### src/rtl/i2s_tx.sv
// i2s_tx: I2S serial-data transmitter with a one-pair sample buffer.
// ck/rst_n clock+async reset; en/frame_posn slot timing; left/right/
// in_valid/in_ready sample handshake; sd serial out; underrun pulse,
// underrun_count (saturating); locked while frames are being sent.
module i2s_tx #(
  parameter int BITS    = 16,
  parameter int TIMEOUT = 64
) (
  input  logic            ck,
  input  logic            rst_n,
  input  logic            en,
  input  logic [5:0]      frame_posn,
  input  logic [BITS-1:0] left,
  input  logic [BITS-1:0] right,
  input  logic            in_valid,
  output logic            in_ready,
  output logic            sd,
  output logic            underrun,
  output logic [7:0]      underrun_count,
  output logic            locked
);

  localparam int TW = $clog2(TIMEOUT + 1);

  typedef enum logic [1:0] {
    S_IDLE,
    S_SYNC,
    S_RUN
  } state_t;

  state_t state_q;
  state_t state_d;

  logic            buf_full;
  logic [BITS-1:0] buf_l;
  logic [BITS-1:0] buf_r;
  logic [BITS-1:0] sh_l;
  logic [BITS-1:0] sh_r;
  logic [TW-1:0]   tmo_q;

  logic [5:0] n;
  logic       accept;
  logic       load;
  logic       tmo_hit;
  logic       slot_bit;

  assign in_ready = !buf_full;
  assign accept   = in_valid && in_ready;
  assign locked   = (state_q == S_RUN);
  assign n        = frame_posn + 6'd1;

  assign load = en && (frame_posn == 6'd63)
             && (state_q != S_IDLE);

  // Fires on the TIMEOUT-th consecutive ck without en.
  assign tmo_hit = !en && (tmo_q == TW'(TIMEOUT - 1));

  // Slot map is indexed by the upcoming slot, so a
  // jump in frame_posn is followed without resync.
  always_comb begin
    slot_bit = 1'b0;
    for (int i = 0; i < BITS; i++) begin
      if (n == 6'(BITS - i))
        slot_bit = sh_l[i];
      if (n == 6'(32 + BITS - i))
        slot_bit = sh_r[i];
    end
  end

  always_ff @(posedge ck or negedge rst_n) begin
    if (!rst_n) state_q <= S_IDLE;
    else        state_q <= state_d;
  end

  always_comb begin
    state_d = state_q;
    unique case (1'b1)
      tmo_hit:
        state_d = S_IDLE;
      (state_q == S_IDLE) && en:
        state_d = S_SYNC;
      (state_q == S_SYNC) && load:
        state_d = S_RUN;
      default: ;
    endcase
  end

  always_ff @(posedge ck or negedge rst_n) begin
    if (!rst_n)
      tmo_q <= '0;
    else if (en)
      tmo_q <= '0;
    else if (tmo_q != TW'(TIMEOUT))
      tmo_q <= tmo_q + TW'(1);
  end

  always_ff @(posedge ck or negedge rst_n) begin
    if (!rst_n)
      sd <= 1'b0;
    else if (tmo_hit)
      sd <= 1'b0;
    else if (en)
      sd <= (state_q == S_RUN) ? slot_bit : 1'b0;
  end

  always_ff @(posedge ck or negedge rst_n) begin
    if (!rst_n) begin
      sh_l <= '0;
      sh_r <= '0;
    end else if (tmo_hit) begin
      sh_l <= '0;
      sh_r <= '0;
    end else if (load) begin
      sh_l <= buf_full ? buf_l : '0;
      sh_r <= buf_full ? buf_r : '0;
    end
  end

  // A pair accepted on an empty-buffer load edge is
  // held for the following frame, never bypassed.
  always_ff @(posedge ck or negedge rst_n) begin
    if (!rst_n) begin
      buf_full <= 1'b0;
      buf_l    <= '0;
      buf_r    <= '0;
    end else if (accept) begin
      buf_full <= 1'b1;
      buf_l    <= left;
      buf_r    <= right;
    end else if (load) begin
      buf_full <= 1'b0;
    end
  end

  always_ff @(posedge ck or negedge rst_n) begin
    if (!rst_n) begin
      underrun       <= 1'b0;
      underrun_count <= '0;
    end else begin
      underrun <= load && !buf_full;
      if (load && !buf_full
          && underrun_count != 8'hFF)
        underrun_count <= underrun_count + 8'd1;
    end
  end

endmodule
### config.mk
export PLATFORM = sky130hd
export DESIGN_NAME = i2s_tx
export DESIGN_NICKNAME = d
export VERILOG_FILES = /design/src/rtl/i2s_tx.sv
export SDC_FILE = /design/constraint.sdc
export NUM_CORES = 1
export LEC_CHECK = 0
export ABC_AREA = 1
export CORE_AREA = 2 2 97 99
export DETAILED_ROUTE_END_ITERATION = 7
export DIE_AREA = 0 0 99 101
export PLACE_DENSITY = 0.64
export SYNTH_ARGS = -nofsm -noshare
export SYNTH_HDL_FRONTEND = slang
export SYNTH_SLANG_ARGS = --single-unit
### constraint.sdc
create_clock -name ck -period 2.2 [get_ports ck]
set_input_delay 0.44 -clock ck [delete_from_list [all_inputs] [get_ports ck]]
set_output_delay 0.44 -clock ck [all_outputs]
set_load 0.02 [all_outputs]
==> metrics.sh, run 1 <==
NUMPORTBUFFERS=53
YS_FF_LATCH=84
SIMPLE_GATE_SHARE_OF_THE_SYNTHESIZED_AREA=0.212
WIRELENGTH_MM=8.92
DETAILEDPLACEMENTHPWL_MM=6.54
AVGVIACOUNTPERCELL=5.04
SYNTH_WARN=0
PATH_CLASS='flop to output port'
SYN-NUM-NETS=489
DR_VIAS=3271
DETAIL-ROUTE-ANTENNA-NETS=0
ANTENNA-DIODE-COUNT=0
POST-SYNTH-TOP-AREA-FRACTION=0.539
FINAL.MIN_CLOCK_PERIOD_PS=2030
HOLD-WORST-SLACK_PS=41.7
IO_PINS=54
CLK_PIN_SLEW_WORST_PATHS_PS=90
FIRST_GLOBAL_VIAS=3256
CTS_INSERTED_BUFFERS=9
MULTI_INPUT_COMB_AREA_SQ_UM=1500
DIEWIDTH_UM=99
SYNTH-COMPOUND-AREA-SHARE=0.118
DETAIL_ROUTE.WL_PER_CELL_UM=13.7
MAX_SLEW.WORST_PIN.SLEW_PS=486
ENDPOINTS_FAILING_SETUP=0
CTS_HOLD_BUF=0
SYN_TO_FINAL_GROWTH_PCT=30.4
FINAL-SEQ-AREA_SQ_UM=2100
DIE_H_UM=101
NETLIST_INSTANCES=444
DIEAREA_SQ_UM=10000
CP_ARRIVAL_PS=1590
PLACEMENTROWS=35
FMAX_GHz=0.493
SYNTHXORXNORAREAFRAC=0.0157
VDD_IR_DROP_MAX_mV=0.494
OUTCOME='finished clean'
GRT_ANTENNA_BEFORE_REPAIR=0
NUM-FILL-CELLS=817
SYNTHDISTINCTLIBCELLS=33
WORST_SKEW_PAIR.LATE_LATENCY_PS=360
RELSLEWSLACK=0.676
FINAL_CELL_MIX='sky130_fd_sc_hd__dfrtp_1, sky130_fd_sc_hd__inv_1, sky130_fd_sc_hd__nand2_1'
SYNTH_LARGEST_AREA_CELL='sky130_fd_sc_hd__dfrtp_1'
SYN_AVG_CELL_AREA_SQ_UM=8.78
CORE_REGION_AREA_SQ_UM=8980
CTS.ROOT.BUFFER_CELL='sky130_fd_sc_hd__clkbuf_8'
FINAL_MIN_PERIOD_OVER_CLOCK_PERIOD=0.923
SYNTH_TOP_FAMILY_BY_AREA='simple AND/OR/NAND/NOR gates'
GRT_START_MAX_NET_PINS=49
GR_USAGE_TOTAL=0.189
POST_SYNTH_FA_HA_MAJ_AREA_FRACTION=0.00963
REQUIRED_PS=1760
SYNTH.AREA.MUX_SHARE=0.0202
CRITPATHMAXFANOUT=5
SYNTH.AREA.TOP_CELLS='sky130_fd_sc_hd__dfrtp_1, sky130_fd_sc_hd__inv_1, sky130_fd_sc_hd__nand3_1, sky130_fd_sc_hd__nand2_1, sky130_fd_sc_hd__nor2_1'
YOSYSSEQAREASHARE=0.539
HOLD_CLASS='input port to async pin'
DRC=0
FINAL_NET_COUNT=578
TIMING.CRITICAL_PATH.FROM_TYPE='flop'
GP_CONGESTION=0.865
HOLD_VIOLATIONS=0
GLOBALROUTE.TOTALOVERFLOW=0
DRIVE_GT1_FRAC=0.169
NUMCLOCKSINKS=84
LAYOUT.CELLS.MOST_COMMON='sky130_fd_sc_hd__dfrtp_1'
TIMING.FINAL.MAX_SLEW_VIOLATIONS=0
WIRE_LENGTH_OF_THE_FIRST_GLOBAL_ROUTING_PASS_MM=15.0
CTS_BUFFER_DEPTH=2
POWER_LEAKAGE_nW=2.54
POWERDENSITY_nW_PER_UM2=846
INITIAL_CORE_UTIL=0.434
TOTALNEGATIVESETUPSLACK_PS=0
ENDPOINT_KIND='output port'
RSZ0062_AT_GRT='no'
DRT_ITER0_MARKERS=173
DRT-PASS1-ITER-COUNT=4
HTREE_NUM_LEVELS=3
MAX_CAP_VIOL_COUNT=0
SYNTH.CELL_AREA_SQ_UM=3900
CTS_TREE='built'
FINALCLOCKSKEW_PS=13.8
-- power by group --
| group | leakage (nW) | internal (W) | switching (W) |
|---|---|---|---|
| combinational | 1.40 | 0.000411 | 0.000494 |
| clock | 0.116 | 0.000671 | 0.000575 |
| sequential | 1.03 | 0.00197 | 0.000178 |
| total | 2.54 | 0.00305 | 0.00125 |
-- worst paths after layout --
path	from	to	slack [ps]	cells after the start
worst max register to register	sh_l[1]	sd	290	22
worst min-delay path	rst_n	buf_r[1]	40	1
min in group ck	buf_full	underrun	470	1
worst max-delay path	state_q[0]	locked	170	2
worst min register to register	buf_full	underrun	470	1
max in group asynchronous	rst_n	sh_l[5]	1540	2
-- critical path: stages (launching register included) --
cell                              delay (ps)
sky130_fd_sc_hd__dfrtp_1                 420
sky130_fd_sc_hd__nor2_1                  190
sky130_fd_sc_hd__clkdlybuf4s50_1         630
-- through the flow --
stage / util / std cells / cell area (sq um) / total power [W] / worst slack [ps]
after global placement: 0.540 / 633 / 4850 / 0.00306 / -519
after floorplan: - / 444 / 3910 / 0.00271 / 11.1
after global routing: 0.566 / 649 / 5080 / 0.00458 / 18.5
after detailed placement: 0.540 / 633 / 4850 / 0.00310 / -574
final: 0.566 / 649 / 5080 / 0.00430 / 170
after CTS: 0.564 / 649 / 5070 / 0.00433 / 61.3
-- layout make-up --
type,instances,area share
Sequential cell,84,0.414
Multi-Input combinational cell,274,0.295
Timing Repair Buffer,94,0.167
Inverter,70,0.0522
Tap cell,111,0.0273
Clock buffer,10,0.0271
Clock inverter,6,0.0172
-- Yosys cell counts --
master                      n
sky130_fd_sc_hd__a21oi_1   32
sky130_fd_sc_hd__a21oi_2    1
sky130_fd_sc_hd__a31o_2     1
sky130_fd_sc_hd__a32o_1     3
sky130_fd_sc_hd__and3_1     1
sky130_fd_sc_hd__buf_1      1
sky130_fd_sc_hd__buf_2      2
sky130_fd_sc_hd__buf_6      1
sky130_fd_sc_hd__clkbuf_1  12
sky130_fd_sc_hd__dfrtp_1   84
sky130_fd_sc_hd__ha_1       3
sky130_fd_sc_hd__inv_1     67
sky130_fd_sc_hd__inv_2      3
sky130_fd_sc_hd__mux2_2     7
sky130_fd_sc_hd__nand2_1   49
sky130_fd_sc_hd__nand2_2    4
sky130_fd_sc_hd__nand2_4    2
sky130_fd_sc_hd__nand3_1   45
sky130_fd_sc_hd__nand3_2    1
sky130_fd_sc_hd__nand4_1   20
sky130_fd_sc_hd__nor2_1    44
sky130_fd_sc_hd__nor2_2     1
sky130_fd_sc_hd__nor2_8     1
sky130_fd_sc_hd__nor3_1     3
sky130_fd_sc_hd__nor4b_1    1
sky130_fd_sc_hd__o211ai_1   2
sky130_fd_sc_hd__o21ai_0   32
sky130_fd_sc_hd__o21ai_1    2
sky130_fd_sc_hd__o22ai_1    8
sky130_fd_sc_hd__o31ai_1    2
sky130_fd_sc_hd__or2_2      2
sky130_fd_sc_hd__xnor2_1    4
sky130_fd_sc_hd__xor2_1     3
-- registers in the layout (all words and copies together), names as in the netlist --
| signal | count |
|---|---|
| sh_l | 16 |
| tmo_q | 7 |
| buf_r | 16 |
| sh_r | 16 |
| buf_l | 16 |
| sd | 1 |
| underrun_count | 8 |
| buf_full | 1 |
| state_q | 2 |
| underrun | 1 |
-- layer usage --
metal  track usage  routed length, um  vias up
li1              -                  -     1645
met1         0.263               4380     1583
met2         0.302               4260       39
met3        0.0312                227        4
met4        0.0664                 56        0
met5             0                  0        -
-- kinds of logic (layout without fill, tap and decap cells) --
| logic type | after synthesis | in the layout |
|---|---|---|
| compound gates | 83 | 83 |
| buf+inv | 86 | 180 |
| mux | 7 | 7 |
| xor+xnor | 7 | 7 |
| simple gates | 174 | 174 |
| fa+ha+maj | 3 | 3 |
| flops | 84 | 84 |
-- repair_timing --
item | 4_1_cts | 5_1_grt
setup buffers | 0 | 0
endpoints found under the setup margin | 34 | 3
pin swaps | 1 | 4
resized for setup | 5 | 20
Power figures use the tool's default switching activity.
==> inputs of run 2 (changes only) <==
--- a/config.mk
+++ b/config.mk
@@ -7,5 +7,7 @@
 export LEC_CHECK = 0
 export ABC_AREA = 1
+export CAP_MARGIN = 20
 export CORE_AREA = 2 2 97 99
+export CTS_BUF_LIST = sky130_fd_sc_hd__clkbuf_8
 export DETAILED_ROUTE_END_ITERATION = 7
 export DIE_AREA = 0 0 99 101
==> constraint.sdc (replaced) <==
create_clock -name ck -period 2.2 [get_ports ck]
set_input_delay 0.44 -clock ck [delete_from_list [all_inputs] [get_ports ck]]
set_output_delay 0.44 -clock ck [all_outputs]
set_load 0.05 [all_outputs]
==> run 2 against run 1 <==
Effect of this change: flip-flop and latch count did not move; worst hold slack gained 1.1 ps; clock skew fell by 1.7 ps; first-iteration DRC count down 11%; combinational power grew 2.3%; power decreased by 2.1%; cell count stayed put; die area stayed put; maximum frequency down 1.1%; worst setup slack lost 22 ps; sequential power barely moved; critical path type unchanged; largest power group unchanged.
==> metrics.sh, run 2 (synthesis gave the netlist of run 1 again) <==
VDD_IR_DROP_MAX_mV=0.459
DETAIL_ROUTE.WL_PER_CELL_UM=13.8
RELSLEWSLACK=0.664
DIEAREA_SQ_UM=10000
FINAL_AREA_SQ_UM=5040
DRC=0
RSZ0062_AT_GRT='yes'
TIMING.FINAL.MAX_SLEW_VIOLATIONS=0
NUMCLOCKSINKS=84
LAYOUT.CELLS.MOST_COMMON='sky130_fd_sc_hd__dfrtp_1'
WIRE_LENGTH_OF_THE_FIRST_GLOBAL_ROUTING_PASS_MM=15.2
CTS_INSERTED_BUFFERS=9
TIMING.CRITICAL_PATH.FROM_TYPE='flop'
GLOBALROUTE.TOTALOVERFLOW=0
DRIVE_GT1_FRAC=0.171
DRT-PASS1-ITER-COUNT=4
DIE_H_UM=101
CP_ARRIVAL_PS=1610
CRITPATHMAXFANOUT=4
POWER_LEAKAGE_nW=2.54
NUMPORTBUFFERS=53
ENDPOINT_KIND='output port'
CRITPATHMAXSTAGEDELAY_PS=830
DP_CELLS=633
WORST_SKEW_PAIR.LATE_LATENCY_PS=360
PLACEMENT.CELL_AREA_SQ_UM=4850
HTREE_NUM_LEVELS=3
CTS_BUFFER_DEPTH=2
DRT_ITER0_MARKERS=154
FINALCLOCKSKEW_PS=12.1
GRT_ANTENNA_BEFORE_REPAIR=0
CLK_PIN_SLEW_WORST_PATHS_PS=90
CTS_HOLD_BUF=0
REQUIRED_PS=1760
FINAL_NET_COUNT=578
ENDPOINTS_FAILING_SETUP=0
FMAX_GHz=0.487
WORSTREG2REGSTART='sh_l[1]'
DR_VIAS=3251
PATH_CLASS='flop to output port'
IO_PINS=54
MAX_CAP_VIOL_COUNT=0
GR_USAGE_TOTAL=0.194
OUTCOME='finished clean'
TOTALNEGATIVESETUPSLACK_PS=0
PATH_DEPTH_OF_THE_WORST_REG2REG_PATH=22
CRITICAL_PATH_BUF_INV_COUNT=1
MAX_SLEW.WORST_PIN.SLEW_PS=504
HOLD_VIOLATIONS=0
REGTOREGSETUPSLACK_PS=300
MULTI_INPUT_COMB_AREA_SQ_UM=1490
WORST_PATH_MAX_DELAY_CELL='sky130_fd_sc_hd__clkdlybuf4s50_1'
CORE_REGION_AREA_SQ_UM=8980
DETAIL-ROUTE-ANTENNA-NETS=0
POST_LAYOUT_NONFILLER_INSTANCES=649
CTS_TREE='built'
ANTENNA-DIODE-COUNT=0
FINAL.MIN_CLOCK_PERIOD_PS=2050
AVGVIACOUNTPERCELL=5.01
WIRELENGTH_MM=8.99
DETAILEDPLACEMENTHPWL_MM=6.69
GP_CONGESTION=0.823
SYN_TO_FINAL_GROWTH_PCT=29.4
FINAL-SEQ-AREA_SQ_UM=2100
TIMING.CRITICAL_PATH.CELLS='clkdlybuf4s50_1'
FINAL_MIN_PERIOD_OVER_CLOCK_PERIOD=0.933
CP_TOP_FAMILY='buffers and inverters'
GRT_START_MAX_NET_PINS=49
INITIAL_CORE_UTIL=0.434
HOLD_CLASS='input port to async pin'
FIRST_GLOBAL_VIAS=3175
REGTOREGENDPOINT='sd'
NUM-FILL-CELLS=859
CTS.ROOT.BUFFER_CELL='sky130_fd_sc_hd__clkbuf_8'
PLACEMENTROWS=35
POWERDENSITY_nW_PER_UM2=835
DIEWIDTH_UM=99
FINAL_CELL_MIX='sky130_fd_sc_hd__dfrtp_1, sky130_fd_sc_hd__inv_1, sky130_fd_sc_hd__nand2_1'
run 2: changes by cell type in the layout (fill, tap and decap cells not counted), moves of 2 or more:
cell	delta
sky130_fd_sc_hd__inv_1	+2
sky130_fd_sc_hd__clkdlybuf4s50_1	-2
sky130_fd_sc_hd__nand2_2	+3
sky130_fd_sc_hd__nand2_4	-2
sky130_fd_sc_hd__clkinv_4	-2
run 2: metal layers:
layer	GRT usage	share of wire
met3	0.0374	0.038
met2	0.314	0.47
met4	0.0695	0.015
met1	0.262	0.47
met5	0	0
run 2: area by class of cell:
| class | instances | area share |
|---|---|---|
| timing repair buffer | 94 | 0.169 |
| sequential | 84 | 0.417 |
| clock inverter | 5 | 0.0102 |
| tap | 111 | 0.0275 |
| clock buffer | 11 | 0.0300 |
| inverter | 70 | 0.0521 |
| multi-input combinational | 274 | 0.295 |
run 2: where the power goes:
part           internal [W]  total (W)  switching, W
Combinational      0.000409   0.000926      0.000517
Clock              0.000579    0.00113      0.000554
Sequential          0.00197    0.00215      0.000180
Total               0.00296    0.00421       0.00125
run 2: worst max-delay path by stage:
stage,start,endpoint,slack (ps),cells past startpoint
finish,underrun_count[2],underrun_count[2],150,1
floorplan,frame_posn[0],sd,10,25
detailed placement,frame_posn[0],sd,-580,24
global route,sh_r[1],sd,-0.02,22
global placement,frame_posn[0],sd,-500,24
CTS,buf_full,in_ready,30,2
run 2: per-stage QoR:
step,hold slack [ps],utilization,total power (W),setup WS [ps]
floorplan,144,-,0.00274,10.6
global placement,438,0.540,0.00309,-498
detailed placement,437,0.540,0.00314,-583
CTS,46.6,0.562,0.00426,27.8
global route,74.2,0.562,0.00450,-0.0162
finish,42.7,0.562,0.00421,147
run 2: what timing repair did:
action / 4_1_cts / 5_1_grt
hold endpoints to repair: 0 / 0
pin swaps: 1 / 1
setup endpoints to repair: 35 / 2
buffers inserted: 0 / 0
resized for setup: 5 / 19
==> variant 1: new RTL, config.mk and constraints of run 2 <==
Put one more register stage on the output `underrun`, with the module's reset. The value now appears one clock later. The other outputs are not delayed to match.
--- a/src/rtl/i2s_tx.sv
+++ b/src/rtl/i2s_tx.sv
@@ -27,6 +27,8 @@
     S_SYNC,
     S_RUN
   } state_t;
+
+  logic underrun_s0;
 
   state_t state_q;
   state_t state_d;
@@ -134,14 +136,22 @@
 
   always_ff @(posedge ck or negedge rst_n) begin
     if (!rst_n) begin
-      underrun       <= 1'b0;
+      underrun_s0    <= 1'b0;
       underrun_count <= '0;
     end else begin
-      underrun <= load && !buf_full;
+      underrun_s0 <= load && !buf_full;
       if (load && !buf_full
           && underrun_count != 8'hFF)
         underrun_count <= underrun_count + 8'd1;
     end
   end
 
+  always_ff @(posedge ck or negedge rst_n) begin
+    if (!rst_n) begin
+      underrun <= '0;
+    end else begin
+      underrun <= underrun_s0;
+    end
+  end
+
 endmodule
Behaviour: not the same (a bounded check fails within 4 cycles, from zero or initial values and one cycle with rst_n low).
==> variant 1 against run 2 <==
  * Synthesized area increased by 0.64%
  * Cell area is 1.7% higher
  * Worst hold slack got worse by 0.0050 ns
  * Core utilization grew 0.95 points
  * Wire length increased by 0.22%
  * Sequential cell count rose by 1
  * Synthesized cell count up 0.23%
  * Setup slack improved by 0.0082 ns
  * Total power increased by 6.2%
  * Largest power group unchanged
==> variant 1: results (changes against run 2) <==
stage;metric;value;unit;change
outcome;outcome;completed;;
clock_network;clk_pin_slew;0.09;ns;about the same
final_layout;buffers;96;;+2.1%
critical_path;crit_start;underrun_count[0]$_DFFE_PN0P_;;
final_layout;clock_cell_area_share;0.0488;;+0.00860
sta;hold_ws;0.0378;ns;-0.00498 ns
detailed_routing;vias_per_cell;5.04;;+0.58%
critical_path;r2r_start;sh_l[1]$_DFFE_PN0P_;;
yosys;synth_common_cells;85 x dfrtp_1, 67 x inv_1, 49 x nand2_1, 45 x nand3_1, 44 x nor2_1;;
placed_design;post_dp_cell_area;4890;um^2;+0.83%
global_route;grt_pass1_vias;3247;;+2.3%
power;leakagePower;2.58;nW;+1.6%
global_route;grt_pass1_wl;15.2;mm;+0.18%
clock_network;clkLatencyLatePin;0.35;ns;
final_layout;regArea;2130;um^2;+1.2%
hold_path;hp-class;primary input to async pin;;
final_layout;final_nets;581;;+0.52%
power;p_comb;930;uW;+0.4%
yosys;ys_seq_area_frac;0.542;;+0.00294
critical_path;r2r-end;sd$_DFFE_PN0P_;;
yosys;synth_area;3920;um^2;+0.64%
global_route;track_usage;0.193;;-0.00131
yosys;yosys-top-cells-area;dfrtp_1 54%, inv_1 6.4%, nand3_1 5.7%;;
final_layout;area_growth;30.8;%;
critical_path;worst-r2r-setup-slack;0.27;ns;-0.03 ns
clock_network;clock_sinks;85;;+1.2%
final_layout;drive_gt1_frac;0.172;;+0.000900
global_route;grt_max_degree;52;;+6.1%
power;ir_drop;0.537;mV;+17%
final_layout;nonClkBufAreaFrac;0.170;;+0.00159
yosys;syn_nets;490;;+0.20%
power;seqPwrFrac;0.486;;-0.025
global_route;antenna_found_initial;0;;unchanged
critical_path;crit_family;buffers and inverters;;
placed_design;place_hpwl;6.64;mm;-0.78%
yosys;synth.yosys.warnings;0;;unchanged
critical_path;cp-endpoint;underrun_count[0];;
critical_path;crit_fanout;4;;unchanged
detailed_routing;drt_iter0_drc;144;;-6.5%
detailed_routing;drtPass1Iterations;4;;unchanged
critical_path;cpPeakStageDelay;0.83;ns;about the same
placed_design;place.gp.congestion;0.880;;+6.9%
yosys;async_reset_ff_frac;1.00;;unchanged
final_layout;multi_input_area;1480;um^2;-0.67%
final_layout;fillers;836;;-2.7%
power;swShare;0.291;;-0.00654
clock_network;cts_made_buffers;9;;unchanged
sta;maxSlewHeadroom;0.666;;+0.00184
sta;clock-skew-final;0.0126;ns;+0.000436 ns
detailed_routing;routedWlPerCell;13.8;um;-0.24%
clock_network;cts_buffer_depth;2;;unchanged
==> variant 1: changes by cell type after synthesis <==
cell / before / now
dfrtp_1: 84 / 85
==> variant 1: cell families (layout without fill, tap and decap cells) <==
| group | after synthesis | after routing | share of synthesized area |
|---|---|---|---|
| flip-flops | 85 | 85 | 0.542 |
| buffers and inverters | 86 | 182 | 0.0849 |
| multiplexers | 7 | 7 | 0.0201 |
| XOR/XNOR | 7 | 7 | 0.0156 |
| AO/OA/AOI/OAI | 83 | 83 | 0.117 |
| adder cells (fa/ha/maj) | 3 | 3 | 0.00957 |
| AND/OR/NAND/NOR | 174 | 174 | 0.211 |
==> variant 1: metrics by stage <==
step / power (mW) / worst slack [ns] / std cells
CTS: 4.52 / 0.00479 / 652
floorplan: 2.76 / 0.0106 / 445
global route: 4.77 / -0.0421 / 652
finish: 4.47 / 0.156 / 652
global placement: 3.11 / -0.504 / 636
detailed placement: 3.15 / -0.546 / 636
==> variant 1: how the worst min path moves through the flow <==
stage / from / end / cells after the start
final: rst_n / sh_r[2]$_DFFE_PN0P_ / 1
after global routing: rst_n / sh_l[11]$_DFFE_PN0P_ / 1
after CTS: rst_n / tmo_q[3]$_DFFE_PN0P_ / 1
after detailed placement: underrun_s0$_DFF_PN0_ / underrun$_DFF_PN0_ / 0
after global placement: underrun_s0$_DFF_PN0_ / underrun$_DFF_PN0_ / 0
after floorplan: rst_n / buf_full$_DFFE_PN0P_ / 0
==> variant 1: metal layers <==
layer,share of wire,GRT usage
met1,0.48,0.267
met5,0,0
met2,0.47,0.309
met3,0.037,0.0333
met4,0.015,0.0664
==> variant 1: timing repair <==
action | 4_1_cts | 5_1_grt
buffers inserted | 0 | 0
endpoints found under the hold margin | 0 | 0
endpoints found under the setup margin | 1 | 3
pin swaps | 0 | 5
resized for setup | 5 | 18
==> variant 2: new RTL, config.mk and constraints of run 2 <==
Made on the original files. `BITS`: 16 -> 12.
--- a/src/rtl/i2s_tx.sv
+++ b/src/rtl/i2s_tx.sv
@@ -3,7 +3,7 @@
 // in_valid/in_ready sample handshake; sd serial out; underrun pulse,
 // underrun_count (saturating); locked while frames are being sent.
 module i2s_tx #(
-  parameter int BITS    = 16,
+  parameter int BITS    = 12,
   parameter int TIMEOUT = 64
 ) (
   input  logic            ck,
Ports: changed (resized left and right); port bits go from 54 to 46. The function was not compared with the original's and may differ.
==> variant 2 against run 2 <==
  * Cell area decreased by 14%
  * Final cell count is 15% lower
  * Sequential cell count shrank 16
  * Total power is 15% lower
  * Wire length fell by 17%
  * Core utilization is 7.6 points lower
  * Critical path depth is 10 higher
  * Non-clock buffer count is 8 lower
  * Setup slack got worse by 0.039 ns
  * Sequential power fell by 18%
  * Sequential share of layout area fell by 2.6 points
  * Synthesized area shrank 17%
  * Clock skew is 0.00099 ns lower
==> variant 2: results (changes against run 2) <==
stage;metric;value;unit;change
outcome;outcome;completed;;
final_layout;final_nets;474;;-18%
final_layout;drive_gt1_frac;0.249;;+0.0784
yosys;synth.distinct_cells;37;;+12%
yosys;syn_nets;386;;-21%
global_route;grt_pass1_wl;12.7;mm;-16%
placed_design;place_hpwl;5.39;mm;-19%
clock_network;cts_root_buf;clkbuf_8;;
clock_network;clkLatencyLatePin;0.35;ns;
yosys;synth.yosys.warnings;0;;unchanged
detailed_routing;drt_iter0_drc;185;;+20%
global_route;use_met3;0.0465;;+0.00902
hold_path;hp-class;primary input to async pin;;
clock_network;cts_buffer_depth;2;;unchanged
global_route;use_met2;0.253;;-0.0608
critical_path;crit_arrival;2.36;ns;+0.75 ns
global_route;grt.met1_usage;0.211;;-0.0513
sta;worst_slew_pin_slew;0.503;ns;-0.00120 ns
sta;finalMaxSlewViolations;0;;unchanged
global_route;grt_max_degree;69;;+41%
global_route;antenna_found_initial;0;;unchanged
detailed_routing;vias_per_cell;4.94;;-1.4%
placed_design;pre_cts_ws;-0.577;ns;+0.00574 ns
clock_network;cts_made_buffers;9;;unchanged
critical_path;crit_start;en;;
critical_path;crit_fanout;3;;-1
clock_network;clk_pin_slew;0.07;ns;-0.02 ns
clock_network;cts.htree.levels;3;;unchanged
global_route;grt_pass1_vias;2714;;-15%
yosys;synth_common_cells;68 x dfrtp_1, 50 x inv_1, 50 x nand2_1, 34 x nor2_1, 23 x nand3_1;;
yosys;async_reset_ff_frac;1.00;;unchanged
sta;clock-skew-final;0.0112;ns;-0.000995 ns
placed_design;post_dp_cell_area;4080;um^2;-16%
detailed_routing;routedWlPerCell;13.4;um;-2.9%
placed_design;place.gp.congestion;0.954;;+16%
detailed_routing;drtPass1Iterations;5;;+1
final_layout;antenna_cells;0;;unchanged
power;leakagePower;2.07;nW;-18%
global_route;track_usage;0.161;;-0.0332
critical_path;r2r_start;tmo_q[1]$_DFFE_PN0P_;;
placed_design;port_buffers;45;;-15%
yosys;ys_seq_area_frac;0.528;;-0.0111
power;ir_drop;0.401;mV;-13%
yosys;yosys-top-cells-area;dfrtp_1 53%, inv_1 5.8%, nand2_1 5.8%;;
-- variant 2: changes by cell type after synthesis, sizes merged, moves of 4 or more --
cell | run 2 | this run
nor2 | 46 | 37
o22ai | 8 | 4
nand3 | 46 | 25
clkbuf | 12 | 6
inv | 70 | 54
nand4 | 20 | 15
o21ai | 34 | 20
a32o | 3 | 7
mux2 | 7 | 15
a21oi | 33 | 16
dfrtp | 84 | 68
-- variant 2: logic make-up after synthesis --
kind of cell    synth area share
fa+ha+maj                 0.0117
flops                      0.528
mux                       0.0524
compound gates             0.112
xor+xnor                  0.0241
simple gates               0.198
buf+inv                   0.0742
-- variant 2: routing by layer --
| layer | wire length (um) | vias up | part of all wire |
|---|---|---|---|
| li1 | - | 1342 | - |
| met1 | 3430 | 1305 | 0.46 |
| met2 | 3520 | 67 | 0.47 |
| met3 | 371 | 12 | 0.050 |
| met4 | 97 | 0 | 0.013 |
| met5 | 0 | - | 0 |
-- variant 2: area by class of cell --
| type | instances | area (um^2) |
|---|---|---|
| Fill cell | 839 | 4620 |
| Clock buffer | 11 | 151 |
| Inverter | 54 | 203 |
| Multi-Input combinational cell | 218 | 1350 |
| Clock inverter | 4 | 48.8 |
| Timing Repair Buffer | 86 | 763 |
| Sequential cell | 68 | 1700 |
| Tap cell | 111 | 139 |
-- variant 2: critical path, cell delays in order --
cell and delay [ns]:
clkdlybuf4s50_1 0.49, inv_1 0.08, nor4_1 0.26, buf_4 0.16, o21ai_2 0.07, nor2_2 0.16, nand2_2 0.10, nor3_4 0.20
nand3_2 0.12, nor2_2 0.13, xor2_1 0.14
-- variant 2: worst paths after layout --
kind,slack [ns],end,cells past startpoint
min reg2reg,0.49,sh_r[11]$_DFFE_PN0P_,2
min in group ck,0.49,sh_r[11]$_DFFE_PN0P_,2
max in group asynchronous,1.78,sd$_DFFE_PN0P_,2
min,0.1,buf_r[0]$_DFFE_PN0P_,2
max,0.11,underrun_count[7]$_DFFE_PN0P_,11
max reg2reg,0.26,state_q[1]$_DFFE_PN0P_,10
-- variant 2: per-stage QoR --
step	std cells	TNS [ns]	total power, mW
after detailed placement	535	-8.80	2.55
final	552	0	3.57
after floorplan	349	0	2.24
after global routing	552	-0.0176	3.80
after global placement	535	-8.83	2.52
after CTS	551	0	3.61
-- variant 2: where the power goes --
part	internal (mW)	switching [mW]
logic	0.378	0.383
registers	1.60	0.175
clock network	0.577	0.459
-- variant 2: repair_timing --
| action | CTS | global route |
|---|---|---|
| setup buffers | 1 | 1 |
| gates resized for setup | 13 | 28 |
| endpoints found under the setup margin | 5 | 16 |
| pin swaps | 5 | 9 |
